**config.mk**
```make
export PLATFORM = sky130hd
export DESIGN_NAME = axis_arb_2_1
export DESIGN_NICKNAME = d
export VERILOG_FILES = /design/src/rtl/axis_arb_pkg.sv /design/src/rtl/axis_arb_wdog.sv /design/src/rtl/axis_arb_2_1.sv
export SDC_FILE = /design/constraint.sdc
export NUM_CORES = 1
export LEC_CHECK = 0
export BUFFER_PORTS_ARGS = -buffer_cell sky130_fd_sc_hd__buf_2
export CAP_MARGIN = 20
export CELL_PAD_IN_SITES_DETAIL_PLACEMENT = 1
export CELL_PAD_IN_SITES_GLOBAL_PLACEMENT = 1
export CORE_UTILIZATION = 24
export DETAILED_ROUTE_END_ITERATION = 8
export PLACE_DENSITY_LB_ADDON = 0.1
export SYNTH_ARGS = -nofsm -noshare
export SYNTH_HDL_FRONTEND = slang
export SYNTH_SLANG_ARGS = --single-unit
```
**constraint.sdc**
```tcl
create_clock -name clk -period 2.1 [get_ports clk]
set_clock_uncertainty 0.15 [all_clocks]
set_input_delay 0 -clock clk [delete_from_list [all_inputs] [get_ports clk]]
set_output_delay 0 -clock clk [all_outputs]
set_load 0.005 [all_outputs]
```
**src/rtl/axis_arb_pkg.sv**
```systemverilog
// Shared types for the 2:1 AXI-Stream packet arbiter.
// State encodings equal the one-hot grant codes so grant is a straight register read.
package axis_arb_pkg;

  localparam logic [1:0] GNT_NONE = 2'b00;
  localparam logic [1:0] GNT_S1   = 2'b01;
  localparam logic [1:0] GNT_S2   = 2'b10;

  typedef enum logic [1:0] {
    IDLE = GNT_NONE,
    GNT1 = GNT_S1,
    GNT2 = GNT_S2
  } arb_state_t;

endpackage

```
**src/rtl/axis_arb_wdog.sv**
```systemverilog
// Mid-packet watchdog: counts consecutive stalled cycles while enabled and
// flags expire combinationally on the TIMEOUT-th one.
module axis_arb_wdog #(
  parameter int unsigned TIMEOUT = 16
) (
  input  logic clk,
  input  logic rst,
  input  logic en,
  input  logic stall,
  output logic expire
);

  localparam logic [7:0] LIMIT = 8'(TIMEOUT - 1);

  logic [7:0] cnt_q, cnt_d;

  always_comb begin
    cnt_d  = '0;
    expire = 1'b0;
    if (en && stall) begin
      if (cnt_q == LIMIT) begin
        expire = 1'b1;
      end else begin
        cnt_d = cnt_q + 8'd1;
      end
    end
  end

  always_ff @(posedge clk or negedge rst) begin
    if (!rst) begin
      cnt_q <= '0;
    end else begin
      cnt_q <= cnt_d;
    end
  end

endmodule

```
**src/rtl/axis_arb_2_1.sv**
```systemverilog
// 2:1 AXI-Stream arbiter, packet-granular round robin with one idle bubble per packet.
// Define AXIS_ARB_TIMEOUT_EN to add the mid-packet watchdog (err_timeout).
module axis_arb_2_1
  import axis_arb_pkg::*;
#(
  parameter int unsigned DW      = 8,
  parameter int unsigned TIMEOUT = 16
) (
  input  logic          clk,
  input  logic          rst,
  input  logic [DW-1:0] s1_tdata,
  input  logic          s1_tvalid,
  input  logic          s1_tlast,
  output logic          s1_tready,
  input  logic [DW-1:0] s2_tdata,
  input  logic          s2_tvalid,
  input  logic          s2_tlast,
  output logic          s2_tready,
  output logic [DW-1:0] m_tdata,
  output logic          m_tvalid,
  output logic          m_tlast,
  input  logic          m_tready,
  output logic [1:0]    grant,
  output logic          err_timeout
);

  if (TIMEOUT < 1 || TIMEOUT > 255) begin : g_bad_timeout
    $error("axis_arb_2_1: TIMEOUT must be in 1..255");
  end

  arb_state_t state_q, state_d;
  logic       last_s2_q, last_s2_d;
  logic       expire;

`ifdef AXIS_ARB_TIMEOUT_EN
  logic wd_en, wd_stall;

  assign wd_en    = (state_q != IDLE);
  assign wd_stall = (state_q == GNT1) ? !s1_tvalid : !s2_tvalid;

  axis_arb_wdog #(
    .TIMEOUT(TIMEOUT)
  ) u_wdog (
    .clk   (clk),
    .rst   (rst),
    .en    (wd_en),
    .stall (wd_stall),
    .expire(expire)
  );
`else
  assign expire = 1'b0;
`endif

  assign err_timeout = expire;
  assign grant       = state_q;

  // Every grant ends in IDLE, which gives the mandatory single bubble between packets.
  always_comb begin
    state_d   = state_q;
    last_s2_d = last_s2_q;
    unique case (state_q)
      IDLE: begin
        if (s1_tvalid && (!s2_tvalid || last_s2_q)) begin
          state_d = GNT1;
        end else if (s2_tvalid) begin
          state_d = GNT2;
        end
      end
      GNT1: begin
        if ((s1_tvalid && m_tready && s1_tlast) || expire) begin
          state_d   = IDLE;
          last_s2_d = 1'b0;
        end
      end
      GNT2: begin
        if ((s2_tvalid && m_tready && s2_tlast) || expire) begin
          state_d   = IDLE;
          last_s2_d = 1'b1;
        end
      end
      default: state_d = IDLE;
    endcase
  end

  always_comb begin
    m_tdata   = '0;
    m_tvalid  = 1'b0;
    m_tlast   = 1'b0;
    s1_tready = 1'b0;
    s2_tready = 1'b0;
    unique case (state_q)
      GNT1: begin
        m_tdata   = s1_tdata;
        m_tvalid  = s1_tvalid;
        m_tlast   = s1_tlast;
        s1_tready = m_tready;
      end
      GNT2: begin
        m_tdata   = s2_tdata;
        m_tvalid  = s2_tvalid;
        m_tlast   = s2_tlast;
        s2_tready = m_tready;
      end
      default: ;
    endcase
  end

  always_ff @(posedge clk or negedge rst) begin
    if (!rst) begin
      state_q   <= IDLE;
      last_s2_q <= 1'b1;
    end else begin
      state_q   <= state_d;
      last_s2_q <= last_s2_d;
    end
  end

endmodule

```
Word level (Yosys, flattened, before mapping). Index checks and enable logic that the tools add are counted.

Register bits after elaboration: 3. Bits of input ports: 23.

Eq/ne operators: 5. Mux-type cells: 13. Reductions and logical operators: 11.

Operators with widths (count): 8-bit one-hot mux with 2 select lines (1); 2-bit two-way mux (4); 1-bit one-hot mux with 2 select lines (3); 2-bit one-hot mux with 3 select lines (1); 3-bit AND reduction (2); 1-bit logical AND (5); 1-bit two-way mux (4); 2-bit inequality test, second input constant (2); 3-bit inequality test, second input constant (1); 2-bit by 1-bit equality test with 1-bit output, second input constant (1); 2-bit equality test, second input constant (1); 2-bit logical NOT (1); 2-bit nonzero test (1); 1-bit logical NOT (1); 1-bit logical OR (1).

Longest topological paths before layout. Gate-level depths: netlist of the first run.

Word-level depth: 5. Mapped depth: 6.

Worst setup path after synthesis of the first run. Ideal clock, no wire load.

Kind: reg-to-reg. Start: register state_q[0] (netlist: grant[0]). End: register last_s2_q. Library setup time: 82 ps. Arrival time: 1507 ps. Data required time: 1868 ps. Slack: 361 ps. Stages on the path, launching flop included: 7. Path buffers: 0. Period minus slack after synthesis: 1739 ps. Cells stage by stage: dfrtp_1 inv_1 ha_1 nor2b_4 o21a_4 nor3_2 mux2_2.

Longest elaborated chain between the ends: 3. Elaborated cells between the ends (all ways): 7. Those cells by class: eq/ne: 4; mux: 1; reduce/logical: 2.

Ends and longest elaborated chain: from (decl) (RTL line axis_arb_2_1.sv:31) `arb_state_t state_q, state_d;`; from (signal assigned) (RTL line axis_arb_2_1.sv:113) `state_q <= state_d;`; 2-bit equality test / 2-bit by 1-bit equality test with 1-bit output (equally long branches) (RTL line axis_arb_2_1.sv:61) `unique case (state_q)`; 2-bit inequality test (no line) / 2-bit nonzero test (equally long branches); 3-bit AND reduction (no line); to (signal assigned) (RTL line axis_arb_2_1.sv:114) `last_s2_q <= last_s2_d;`; to (decl) (RTL line axis_arb_2_1.sv:32) `logic last_s2_q, last_s2_d;`.

Several ways; a longest one is shown, not always the timed one. A chain may end at the register's enable or synchronous reset.

Final worst setup path of the first run.
Start: register state_q[1] (netlist: grant[1]). End: output m_tdata[6].

Longest elaborated chain between the ends: 2. Elaborated cells between the ends (all ways): 3. Those cells by class: eq/ne: 2; mux: 1.

Ends and longest elaborated chain: 2-bit equality test / 2-bit by 1-bit equality test with 1-bit output (equally long branches) (RTL line axis_arb_2_1.sv:91) `unique case (state_q)`; 8-bit one-hot mux with 2 select lines (*) (RTL line axis_arb_2_1.sv:91); to (decl) (RTL line axis_arb_2_1.sv:19) `output logic [DW-1:0] m_tdata,`.

Every way passes the cells marked *; elsewhere a longest branch is shown, timed or not.

==> results of run 1 <==
cell families (layout without fill, tap and decap cells):
kind of cell	count (synthesis)	after routing	share of synthesized area (%)
AOI/OAI and AO/OA	13	13	26.07
adders and majority gates	4	4	11.46
buffers and inverters	5	46	6.877
and+or+nand+nor	21	21	30.09
muxes	3	3	7.163
other	1	1	0.8588
DFF	3	3	17.48
synth_stat cells, types with 2 or more instances:
master and instances:
ha_1 4, nor2b_1 10, nand3_1 2, inv_1 2, nor2_1 2, mux2i_1 2, nand2_1 2, a22oi_1 10
dfrtp_1 2
layout by cell type (no fill, tap or decap):
master	count
nor3_2	1
nand2b_1	1
conb_1	1
dlygate4sd3_1	3
nor2b_1	10
and2_2	1
dfstp_2	1
mux2i_1	2
o21a_4	1
dfrtp_1	2
nand3_1	2
a21boi_2	1
ha_1	4
buf_2	36
mux2_2	1
clkbuf_1	1
a211oi_2	1
and2_1	1
inv_1	2
clkbuf_4	3
nor2_1	2
nand2_1	2
nor2b_4	1
buf_4	1
a22oi_1	10
flip-flops by register name (all words and copies together), names as in the netlist:
register   cells
grant          2
last_s2_q      1
critical path, stage by stage (launching register included):
cell	delay (ns)
dfrtp_1	0.41
inv_1	0.12
ha_1	0.36
buf_4	0.21
a22oi_1	0.07
nor2b_1	0.13
buf_2	0.12
routing by layer:
layer / vias up / global-route usage [%]
met1: 243 / 19.41
met3: 0 / 2.449
met5: - / 0
li1: 258 / -
met2: 10 / 25.88
met4: 0 / 7.273
through the flow:
step / instance area [um^2] / utilization (%) / setup slack [ns]
after floorplan: 436.7 / - / 0.3606
after CTS: 689.4 / 40.37 / 0.2564
final: 689.4 / 40.37 / 0.2997
after detailed placement: 633.1 / 37.07 / 0.2821
after global routing: 689.4 / 40.37 / 0.1590
after global placement: 633.1 / 37.07 / 0.3178
where the power goes:
| group | switching [mW] | total (mW) | internal, mW |
|---|---|---|---|
| registers | 0.0212 | 0.114 | 0.0924 |
| logic | 0.307 | 0.649 | 0.341 |
| clock network | 0.0280 | 0.0991 | 0.0711 |
worst max path at each step:
stage | to | slack [ns] | startpoint | cells after the start
after floorplan | last_s2_q | 0.36 | grant[0] | 6
after global placement | last_s2_q | 0.32 | grant[1] | 5
after detailed placement | last_s2_q | 0.28 | grant[1] | 5
after CTS | m_tdata[6] | 0.26 | grant[1] | 6
after global routing | m_tdata[5] | 0.16 | grant[1] | 6
final | m_tdata[6] | 0.30 | grant[1] | 6
timing repair:
item	4_1_cts	5_1_grt
gates resized for setup	0	0
endpoints found under the hold margin	5	0
hold buffers	3	0
endpoints found under the setup margin	0	0
area by class of cell:
| class | instances | area [um^2] | share of cell area, % |
|---|---|---|---|
| inverters | 2 | 7.507 | 1.089 |
| well taps | 25 | 31.28 | 4.537 |
| multi-input cells | 42 | 330.3 | 47.91 |
| clock buffers | 4 | 26.28 | 3.811 |
| repair buffers | 40 | 217.7 | 31.58 |
| flip-flops and latches | 3 | 76.32 | 11.07 |
==> results.sh, run 1 <==
export IMPL_outcome="finished clean"
export IMPL_finalMaxSlewViolations=0
export IMPL_yosysWarnings=0
export IMPL_dr_pass1_iters=2
export IMPL_critPathCaptureType="output pin"
export IMPL_finalNetCount=119
export IMPL_syn_to_final_growth_pct=57.88
export IMPL_routed_wl_met2_um=717
export IMPL_clkLatencyLatePin_ns=0.23
export IMPL_rr_worst_depth=6
export IMPL_max_freq_mhz=555.5
export IMPL_drive_gt1_share_pct=52.75
export IMPL_critPathArrivalTime_ns=1.65
export IMPL_grt_start_max_net_pins=11
export IMPL_ant_nets=0
export IMPL_synthFlopType="dfrtp_1"
export IMPL_hold_depth=4
export IMPL_synth_seq_area_share_pct=17.48
export IMPL_io_pins=38
export IMPL_hold_path_class="input pin to flip-flop"
export IMPL_yosysTopAreaCellShare_pct=17.19
export IMPL_fin_crit_ns=1.800
export IMPL_synth_edff_count=0
export IMPL_synthCells=50
export IMPL_num_antenna_cells=0
export IMPL_die_area_mm2=0.001994
export IMPL_hpwl_mm=1.143
export IMPL_drc=0
export IMPL_grt_pass1_wl_mm=2.242
export IMPL_grt_total_usage_pct=15.52
export IMPL_power_density_mw_per_mm2=1250
export IMPL_vias=511
export IMPL_yosysUniqueCellTypes=23
export IMPL_cp_max_fo=8
export IMPL_rsz0062_at_grt="false"
export IMPL_wl_met3_um=30
export IMPL_htreeDepth=1
export IMPL_synth_fp_nets=77
export IMPL_r2r_start="grant[0]"
export IMPL_viasPerCell=4.405
export IMPL_synth_seq_cells=3
export IMPL_regToRegSetupSlack_ns=0.30
export IMPL_die_width_um=44.66
export IMPL_path_clk_slew_ns=0.04
export IMPL_critPathKind="flip-flop to output pin"
export IMPL_max_cap_violations=0
export IMPL_synthTopCellsByArea="a22oi_1 (17%), nor2b_1 (14%), dfrtp_1 (11%)"
export IMPL_core_mm2=0.001708
export IMPL_fin_setup_tns_ns=0
export IMPL_met1_length_um=632
export IMPL_gr_total_overflow=0
export IMPL_yosys_area_top_type="a22oi_1"
export IMPL_clockBufferDepth=2
export IMPL_worstHoldStart="s2_tvalid"
export IMPL_wl_per_cell_um=11.90
export IMPL_ys_async_sr_fraction_pct=100.0
export IMPL_top_layer_used="met3"
export IMPL_hold_ws_ns=0.01356
export IMPL_dp_cells=109
export IMPL_cts_made_buffers=3
export IMPL_root_buffer="clkbuf_4"
export IMPL_cp_required_ns=1.95
export IMPL_antenna_found_initial=0
export IMPL_drt_iter0_markers=5
export IMPL_gp_congestion=0.6558
export IMPL_hold_end="grant[0]"
export IMPL_io_buffers=36
export IMPL_rows=15
export IMPL_post_cts_setup_buffers=0
export IMPL_crit_path_start_kind="flip-flop"
export IMPL_fin_cells=116
export IMPL_initial_core_util_pct=25.57
export IMPL_syn_area_um2=436.7
export IMPL_nFillCells=215
export IMPL_peakVddDrop_mv=0.5380
export IMPL_p_total_mw=0.8614
export IMPL_cts_sinks=3
export IMPL_avgSynthCellArea_um2=8.733
export IMPL_first_global_vias=530
export IMPL_cts_tree="yes"
export IMPL_setup_viol=0
export IMPL_die_h_um=44.66
export IMPL_r2r_end="last_s2_q"
export IMPL_fin_crit_sh_pct=85.73
export IMPL_leakagePower_nw=0.3544
export IMPL_drt_wl_total_mm=1.380
export IMPL_hold_viol_final=0
(Power assumes the default switching activity.)
==> run 2: changes to the inputs <==
CORE_UTILIZATION = 25   (was 24)
MAX_ROUTING_LAYER = met4   (was default)
clock period = 2.3 ns   (was 2.1 ns; I/O delays follow)
==> results.sh, run 2 (synthesis gave the netlist of run 1 again) <==
export IMPL_rsz0062_at_grt="false"
export IMPL_fin_crit_ns=1.843
export IMPL_syn_to_final_growth_pct=53.58
export IMPL_layout_common_cells="buf_2 (36), a22oi_1 (10), nor2b_1 (10)"
export IMPL_die_area_mm2=0.001918
export IMPL_setup_viol=0
export IMPL_critPathArrivalTime_ns=1.84
export IMPL_outcome="complete, but fails checks"
export IMPL_peakVddDrop_mv=0.5996
export IMPL_fin_ws_ns=0.4570
export IMPL_num_antenna_cells=0
export IMPL_post_cts_setup_buffers=0
export IMPL_grt_start_max_net_pins=14
export IMPL_max_cap_violations=0
export IMPL_power_density_mw_per_mm2=1151
export IMPL_internal_power_mw=0.4538
export IMPL_cp_required_ns=2.30
export IMPL_use_met2_pct=24.48
export IMPL_cts_made_buffers=3
export IMPL_grt_total_usage_pct=15.62
export IMPL_drt_iter0_markers=9
export IMPL_critPathCaptureType="flip-flop"
export IMPL_io_buffers=36
export IMPL_met3_usage_pct=3.750
export IMPL_cp_max_fo=6
export IMPL_slowest_stage="dfrtp_1"
export IMPL_vias=506
export IMPL_critPathBufInv=1
export IMPL_critPathKind="flip-flop to flip-flop"
export IMPL_switching_share_pct=41.21
export IMPL_cts_sinks=3
export IMPL_comb_power_share_pct=75.1
export IMPL_final_common_cell="buf_2"
export IMPL_violations="DRC"
export IMPL_hpwl_mm=1.053
export IMPL_p_switching_mw=0.3181
export IMPL_clockBufferDepth=2
export IMPL_leakagePower_nw=0.3491
export IMPL_fin_crit_sh_pct=80.13
export IMPL_gp_congestion=0.7563
export IMPL_core_mm2=0.001577
export IMPL_path_cells="inv_1, ha_1, nor2b_4, o21a_4, nor3_2, mux2_2"
export IMPL_wl_per_cell_um=12.27
export IMPL_multi_input_area_um2=330.3
export IMPL_viasPerCell=4.774
export IMPL_crit_path_start_kind="flip-flop"
export IMPL_path_clk_slew_ns=0.04
export IMPL_die_width_um=43.80
export IMPL_drc=5
export IMPL_drive_gt1_share_pct=52.22
export IMPL_critPathTopFamily="flip-flops"
export IMPL_seqPwrFrac_pct=13.1
export IMPL_rows=14
export IMPL_clkLatencyLatePin_ns=0.23
export IMPL_hold_path_class="input pin to flip-flop"
export IMPL_htreeDepth=1
export IMPL_first_global_vias=500
export IMPL_fin_setup_tns_ns=0
export IMPL_die_h_um=43.80
export IMPL_antenna_found_initial=0
export IMPL_nFillCells=217
export IMPL_dr_pass1_iters=6
export IMPL_finalNetCount=118
export IMPL_pwr_share_clk_pct=11.9
export IMPL_root_buffer="clkbuf_4"
export IMPL_io_pins=38
export IMPL_largest_reg_flops=2
export IMPL_initial_core_util_pct=27.70
export IMPL_gr_total_overflow=0
export IMPL_grt_busiest_layer="met2"
export IMPL_cpPeakStageDelay_ns=0.36
export IMPL_drt_wl_total_mm=1.301
export IMPL_ant_nets=0
export IMPL_hold_ws_ns=0.01550
export IMPL_grt_pass1_wl_mm=2.132
export IMPL_max_freq_mhz=542.6
export IMPL_hold_viol_final=0
export IMPL_globalRouteMet1Util_pct=18.59
export IMPL_ff_latch_area_um2=76.32
export IMPL_cts_tree="yes"
export IMPL_pre_cts_slack_ns=0.4563
export IMPL_finalMaxSlewViolations=0
[run 2: power by group through the flow]
stage                     sequential, mW  combinational (mW)  clock [mW]
after floorplan                    0.102               0.422           0
after CTS                          0.102               0.588      0.0972
final                              0.101               0.579      0.0916
after global routing               0.105               0.644       0.102
after global placement             0.102               0.583           0
after detailed placement           0.102               0.581           0
[run 2: timing repair]
| action | 4_1_cts | 5_1_grt |
|---|---|---|
| hold buffers | 3 | 0 |
| endpoints found under the hold margin | 5 | 0 |
| endpoints found under the setup margin | 0 | 0 |
| resized for setup | 0 | 0 |
[run 2: tightest hold or removal path, cell delays in order]
cell and delay (ns):
buf_2 0.12, nand2b_1 0.08, nand3_1 0.08, mux2i_1 0.07
[run 2: through the flow]
stage	area, um^2	total power [mW]	util [%]	std cells
finish	670.6	0.7718	42.54	106
global route	670.6	0.8515	42.54	106
CTS	670.6	0.7868	42.54	106
detailed placement	614.3	0.6837	38.97	99
global placement	614.3	0.6848	38.97	99
floorplan	436.7	0.5241	-	50
[run 2: final timing paths]
path	depth (start not counted)	to	start	slack [ns]
min in group asynchronous	2	last_s2_q	rst	0.09
max	6	last_s2_q	grant[0]	0.46
min reg2reg	1	last_s2_q	last_s2_q	0.46
max reg2reg	6	last_s2_q	grant[0]	0.46
max in group asynchronous	3	grant[1]	rst	1.38
min	4	grant[0]	s2_tvalid	0.02
[run 2: routing by layer]
metal,share of wire [%],up-vias,wire length (um)
met2,46,28,599
met3,11,0,149
met5,0,-,0
met1,42,225,552
li1,-,253,-
met4,0,0,0
[run 2: cell type report]
| cell class | instances | area share (%) |
|---|---|---|
| sequential | 3 | 11.38 |
| timing repair buffer | 39 | 31.34 |
| inverter | 2 | 1.119 |
| multi-input combinational | 42 | 49.25 |
| tap | 16 | 2.985 |
| clock buffer | 4 | 3.918 |
